**src/rtl/touch_event_mp.sv**
```systemverilog
// Multi-point touch event engine: turns per-report point snapshots into a
// DOWN/MOVE/UP event FIFO with an Avalon-MM register interface and interrupt.
module touch_event_mp #(
  parameter int MAX_PTS     = 5,
  parameter int NUM_W       = 3,
  parameter int FIFO_DEPTH  = 16,
  parameter int MOVE_TH_RST = 4
) (
  input  logic                   sys_clk,
  input  logic                   sys_rst,
  input  logic                   frame_vld,
  input  logic [NUM_W-1:0]       tp_num,
  input  logic [32*MAX_PTS-1:0]  tp_xy,
  input  logic [2:0]             avl_address,
  input  logic                   avl_write,
  input  logic [31:0]            avl_writedata,
  input  logic                   avl_read,
  output logic [31:0]            avl_readdata,
  output logic                   irq
);

  localparam int AW = $clog2(FIFO_DEPTH);
  localparam int CW = AW + 1;
  localparam logic [CW-1:0] FULL_CNT = CW'(FIFO_DEPTH);

  typedef enum logic [0:0] {IDLE = 1'b0, SCAN = 1'b1} state_t;

  state_t            state_r;
  logic [2:0]        idx_r;
  logic [2:0]        snap_num_r;
  logic [31:0]       snap_pt_r [MAX_PTS];
  logic [MAX_PTS-1:0] active_r;
  logic [31:0]       ref_xy_r  [MAX_PTS];
  logic [31:0]       live_xy_r [MAX_PTS];
  logic [36:0]       fifo_mem_r [FIFO_DEPTH];
  logic [AW-1:0]     wr_ptr_r, rd_ptr_r;
  logic [CW-1:0]     count_r;
  logic [2:0]        ctrl_r;
  logic [15:0]       move_th_r;
  logic              ovf_r, drop_r, irq_r;
  logic [31:0]       readdata_r;

  logic [NUM_W-1:0]  num_clamp_s;
  logic [31:0]       cur_xy_s, ref_sel_s, evt_xy_s, rd_mux_s;
  logic [15:0]       dx_s, dy_s;
  logic              new_act_s, old_act_s, over_s, push_s, push_ok_s, pop_s;
  logic              empty_s, full_s, ovf_set_s, drop_set_s, disable_s, clr_wr_s;
  logic [1:0]        evt_type_s;
  logic [36:0]       head_s;
  logic              unused_wdata_s;

  assign unused_wdata_s = &{1'b0, avl_writedata[31:16]};

  // Slot evaluation datapath: clamp, current point selection, threshold compare
  always_comb begin
    num_clamp_s = (tp_num > NUM_W'(MAX_PTS)) ? NUM_W'(MAX_PTS) : tp_num;
    cur_xy_s    = snap_pt_r[idx_r];
    ref_sel_s   = ref_xy_r[idx_r];
    new_act_s   = (idx_r < snap_num_r);
    old_act_s   = active_r[idx_r];
    dx_s = (cur_xy_s[31:16] >= ref_sel_s[31:16]) ? (cur_xy_s[31:16] - ref_sel_s[31:16])
                                                 : (ref_sel_s[31:16] - cur_xy_s[31:16]);
    dy_s = (cur_xy_s[15:0] >= ref_sel_s[15:0]) ? (cur_xy_s[15:0] - ref_sel_s[15:0])
                                               : (ref_sel_s[15:0] - cur_xy_s[15:0]);
    over_s = (dx_s > move_th_r) || (dy_s > move_th_r);
  end

  // Event classification for the slot under scan
  always_comb begin
    push_s     = 1'b0;
    evt_type_s = 2'b00;
    evt_xy_s   = cur_xy_s;
    if (state_r == SCAN) begin
      if (new_act_s && !old_act_s) begin
        push_s     = 1'b1;
        evt_type_s = 2'b01;
      end else if (new_act_s && old_act_s) begin
        if (ctrl_r[2] && over_s) begin
          push_s     = 1'b1;
          evt_type_s = 2'b10;
        end else begin
          push_s = 1'b0;
        end
      end else if (old_act_s) begin
        push_s     = 1'b1;
        evt_type_s = 2'b11;
        evt_xy_s   = live_xy_r[idx_r];
      end else begin
        push_s = 1'b0;
      end
    end else begin
      push_s = 1'b0;
    end
  end

  // FIFO handshake and register-side control strobes
  always_comb begin
    head_s     = fifo_mem_r[rd_ptr_r];
    empty_s    = (count_r == '0);
    full_s     = (count_r == FULL_CNT);
    pop_s      = avl_read && (avl_address == 3'd2) && !empty_s;
    push_ok_s  = push_s && (!full_s || pop_s);
    ovf_set_s  = push_s && full_s && !pop_s;
    drop_set_s = frame_vld && (state_r == SCAN);
    disable_s  = avl_write && (avl_address == 3'd3) && ctrl_r[0] && !avl_writedata[0];
    clr_wr_s   = avl_write && (avl_address == 3'd5);
  end

  // Read data multiplexer
  always_comb begin
    rd_mux_s = 32'd0;
    case (avl_address)
      3'd0:    rd_mux_s = {16'd0, 8'(count_r), 5'd0, drop_r, ovf_r, !empty_s};
      3'd1:    rd_mux_s = empty_s ? 32'd0 : {27'd0, head_s[34:32], head_s[36:35]};
      3'd2:    rd_mux_s = empty_s ? 32'd0 : head_s[31:0];
      3'd3:    rd_mux_s = {29'd0, ctrl_r};
      3'd4:    rd_mux_s = {16'd0, move_th_r};
      3'd6:    rd_mux_s = 32'(active_r);
      default: rd_mux_s = 32'd0;
    endcase
  end

  // FIFO storage
  always_ff @(posedge sys_clk) begin
    if (push_ok_s) begin
      fifo_mem_r[wr_ptr_r] <= {evt_type_s, idx_r, evt_xy_s};
    end
  end

  // Scan FSM, slot tracking, FIFO pointers, registers and outputs
  always_ff @(posedge sys_clk) begin
    if (sys_rst) begin
      state_r    <= IDLE;
      idx_r      <= 3'd0;
      snap_num_r <= 3'd0;
      active_r   <= '0;
      for (int i = 0; i < MAX_PTS; i++) begin
        snap_pt_r[i] <= 32'd0;
        ref_xy_r[i]  <= 32'd0;
        live_xy_r[i] <= 32'd0;
      end
      wr_ptr_r   <= '0;
      rd_ptr_r   <= '0;
      count_r    <= '0;
      ctrl_r     <= 3'b101;
      move_th_r  <= 16'(MOVE_TH_RST);
      ovf_r      <= 1'b0;
      drop_r     <= 1'b0;
      readdata_r <= 32'd0;
      irq_r      <= 1'b0;
    end else begin
      case (state_r)
        IDLE: begin
          if (frame_vld && ctrl_r[0]) begin
            state_r    <= SCAN;
            idx_r      <= 3'd0;
            snap_num_r <= 3'(num_clamp_s);
            for (int i = 0; i < MAX_PTS; i++) snap_pt_r[i] <= tp_xy[32*i +: 32];
          end
        end
        SCAN: begin
          active_r[idx_r] <= new_act_s;
          if (new_act_s) live_xy_r[idx_r] <= cur_xy_s;
          if (push_s && (evt_type_s != 2'b11)) ref_xy_r[idx_r] <= cur_xy_s;
          idx_r <= idx_r + 3'd1;
          if (idx_r == 3'(MAX_PTS - 1)) state_r <= IDLE;
        end
        default: state_r <= IDLE;
      endcase
      // Disabling forgets every contact silently; queued events stay.
      if (disable_s) active_r <= '0;

      if (push_ok_s) wr_ptr_r <= wr_ptr_r + AW'(1);
      if (pop_s)     rd_ptr_r <= rd_ptr_r + AW'(1);
      case ({push_ok_s, pop_s})
        2'b10:   count_r <= count_r + CW'(1);
        2'b01:   count_r <= count_r - CW'(1);
        default: count_r <= count_r;
      endcase

      if (ovf_set_s) ovf_r <= 1'b1;
      else if (clr_wr_s && avl_writedata[1]) ovf_r <= 1'b0;
      if (drop_set_s) drop_r <= 1'b1;
      else if (clr_wr_s && avl_writedata[2]) drop_r <= 1'b0;

      if (avl_write && (avl_address == 3'd3)) ctrl_r    <= avl_writedata[2:0];
      if (avl_write && (avl_address == 3'd4)) move_th_r <= avl_writedata[15:0];
      if (avl_read) readdata_r <= rd_mux_s;
      irq_r <= ctrl_r[1] && (!empty_s || ovf_r);
    end
  end

  assign avl_readdata = readdata_r;
  assign irq          = irq_r;

endmodule
```
**config.mk**
```make
export PLATFORM = sky130hd
export DESIGN_NAME = touch_event_mp
export DESIGN_NICKNAME = d
export VERILOG_FILES = /design/src/rtl/touch_event_mp.sv
export SDC_FILE = /design/constraint.sdc
export NUM_CORES = 2
export LEC_CHECK = 0
export CAP_MARGIN = 20
export CORE_ASPECT_RATIO = 1.5
export CORE_MARGIN = 2
export CORE_UTILIZATION = 40
export CTS_CLUSTER_SIZE = 24
export DETAILED_ROUTE_END_ITERATION = 10
export PLACE_DENSITY = 0.64
export SYNTH_ARGS = -nofsm -noshare
export SYNTH_HDL_FRONTEND = slang
export SYNTH_SLANG_ARGS = --single-unit
```
**constraint.sdc**
```tcl
create_clock -name sys_clk -period 9.1 [get_ports sys_clk]
set_input_delay 1.82 -clock sys_clk [delete_from_list [all_inputs] [get_ports sys_clk]]
set_output_delay 1.82 -clock sys_clk [all_outputs]
set_load 0.01 [all_outputs]
```
==> results.ini <==
[outcome]
status=completed

[synth]
yosysWarnings=0
syn_nets=3875
avgSynthCellArea_sq_um=16.33
ys.flop_type=edfxtp_1
synth_top_area_frac=0.6530
synth_seq_area_share=0.6826
synthDistinctLibCells=74
syn_inst=3559
synth_top_cell_by_area=edfxtp_1
synth_edf_count=1264
synthTopCellsByArea=edfxtp_1, mux4_2, dfxtp_1, nor2_1, ha_1
synthArstFlopShare=0
synthesis.area_sq_mm=0.05813
ys_ff_latch=1350

[floorplan]
ios=236
dieArea_sq_mm=0.1484
die_w_um=315.3
dieHeight_um=470.9
coreArea_sq_mm=0.1444
std_cell_rows=171
start_util=0.4025

[setup_path]
cp-end-kind=register
cp_cell_sequence=buf_12 > buf_12 > mux4_2 > mux2i_1 > inv_1 > ha_1 > a21oi_1 > o21ai_0 > a221oi_1 > a22o_1 > buf_4 > nor2_1 > a21oi_1 > a21oi_1 > xnor2_1 > ha_1 > nand4_1 > or2_2 > a211oi_1 > o31ai_1 > a31oi_4 > and2_1 > and3_2 > buf_12
crit_type=reg -> reg
ff2ff_path_depth=24
cp.required_ps=9570
r2r_slack_ps=790
slowest_delay_ps=730
path_max_fanout=29
worstPathArrival_ps=8770
critPathLaunchType=register
cp_slowest_cell=dfxtp_4

[finish]
layout.cells.most_common_list=edfxtp_1, nor2_1, mux4_2
post-route-util=0.4675
final_nets=4140
drive_gt1_frac=0.1887
multi_input_area_sq_mm=0.01718
regArea_sq_mm=0.03970
layout_commonest_cell=edfxtp_1
syn_to_final_growth_pct=16.15
fill_cells=12473

[timing]
skew_ps=35.58
timing.fmax_mhz=120.4
rsz0062_at_grt=no
setup_tns_ps=0
fin_crit_ps=8308
timing.final.crit_share=0.9129
maxSlewViolCount=0
setup_violations=0
slew_headroom=0.2465
worst_pin_slew_ps=1130
hold_viol_final=0

[placed_design]
io_buffer_count=219
place_hpwl_mm=89.77
gp_congestion=0.9109

[routing]
viasPerCell=5.544
first_pass_iters=5
drc_errors=0
ant_nets=0
finalWirelength_mm=145.8
wl_per_cell_um=25.01
drtIter0Drc=2776
via_count=32324

[clock_network]
cts_sinks=1350
h-tree-depth=4
post-cts-setup-buffers=0
cts_resized=0
path_clk_slew_ps=60
holdBufCountCts=0
clk_latency_ps=790
clk_path_buf_depth=3
clock-root-buffer=clkbuf_16
cts_tree=yes
cts_inserted_buffers=133

[global_route]
grt_pass1_vias=33139
grt_pass1_wl_mm=214.1
grt-ovfl-total=0
grtUsageTotal=0.1966
grt_start_max_net_pins=119
antenna_found_initial=1

[power]
ir_drop_v=0.0001620
p_leak_nw=22.70
power_density_mw_per_mm2=215.6

[hold_path]
holdCritPathClass=reg -> reg
hold_path_depth=2

[flow_run]
max_cap_viol_count=0

-- metal layers --
| layer | part of all wire | track usage | wire (um) |
|---|---|---|---|
| met4 | 0.037 | 0.07866 | 5441 |
| met5 | 0 | 0 | 0 |
| met3 | 0.059 | 0.03088 | 8561 |
| met2 | 0.51 | 0.3362 | 73790 |
| met1 | 0.40 | 0.2493 | 58030 |
-- cells by family (layout without fill, tap and decap cells) --
family	after synthesis	in the layout	share of synthesized area
multiplexers	438	438	0.1468
AO/OA/AOI/OAI	387	387	0.04389
AND/OR/NAND/NOR	884	884	0.07118
buffers and inverters	350	717	0.02501
other	0	1	0
XOR/XNOR	37	37	0.005575
adder cells (fa/ha/maj)	113	113	0.02497
flip-flops	1350	1350	0.6826
-- power breakdown --
group	internal, mW	total, mW	switching [mW]
clock network	3.02	5.36	2.34
logic	0.819	2.07	1.25
registers	7.07	7.13	0.0601
total	10.9	14.6	3.65
-- Yosys cell counts, drive strengths merged (17+ instances only) --
cell	number
a211oi	52
a21o	35
a21oi	150
a22oi	36
and2	171
buf	87
clkbuf	156
dfxtp	86
edfxtp	1264
ha	108
inv	107
mux2i	103
mux4	330
nand2	114
nand3	17
nor2	433
nor2b	60
nor3	26
o21ai	34
xnor2	21
-- cell type report --
cell class,instances,share of cell area
clock inverters,72,0.009637
flip-flops and latches,1350,0.5881
inverters,107,0.006023
repair buffers,373,0.05421
well taps,1903,0.03527
multi-input cells,1859,0.2544
diodes,1,0.00003706
clock buffers,165,0.05232
-- stage by stage --
stage	setup WS, ps	instances	cell area (sq um)	hold slack [ps]	power (mW)
after floorplan	143.3	3559	58130	446.5	8.582
after global placement	919.8	5571	63110	463.9	9.246
after detailed placement	863.0	5577	63190	468.4	9.300
after CTS	838.3	5814	67370	476.9	14.65
after global routing	289.9	5830	67520	491.7	15.07
final	792.2	5830	67520	482.5	14.56
-- registers in the layout, summed over array words and instances (netlist names), 3 cells and up, named ones only --
signal	flops
count_r	5
active_r	5
fifo_mem_r	592
ref_xy_r	256
avl_readdata	32
rd_ptr_r	4
move_th_r	16
wr_ptr_r	4
idx_r	3
live_xy_r	256
snap_num_r	3
ctrl_r	3
snap_pt_r	160
-- worst max-delay path: cells and delay by family, from the launching register on --
family	cells	cell delay [ps]
adder cells (fa/ha/maj)	2	650
XOR/XNOR	1	170
AO/OA/AOI/OAI	9	2240
buffers and inverters	5	1460
multiplexers	2	1060
flip-flops	1	730
AND/OR/NAND/NOR	5	1600
-- final timing paths --
kind,start,endpoint
min,move_th_r[8],move_th_r[8]
max,register,fifo_mem_r[11][22]
max reg2reg,register,fifo_mem_r[11][22]
min reg2reg,move_th_r[8],move_th_r[8]
Note: power is estimated with default switching activity, not from simulation.
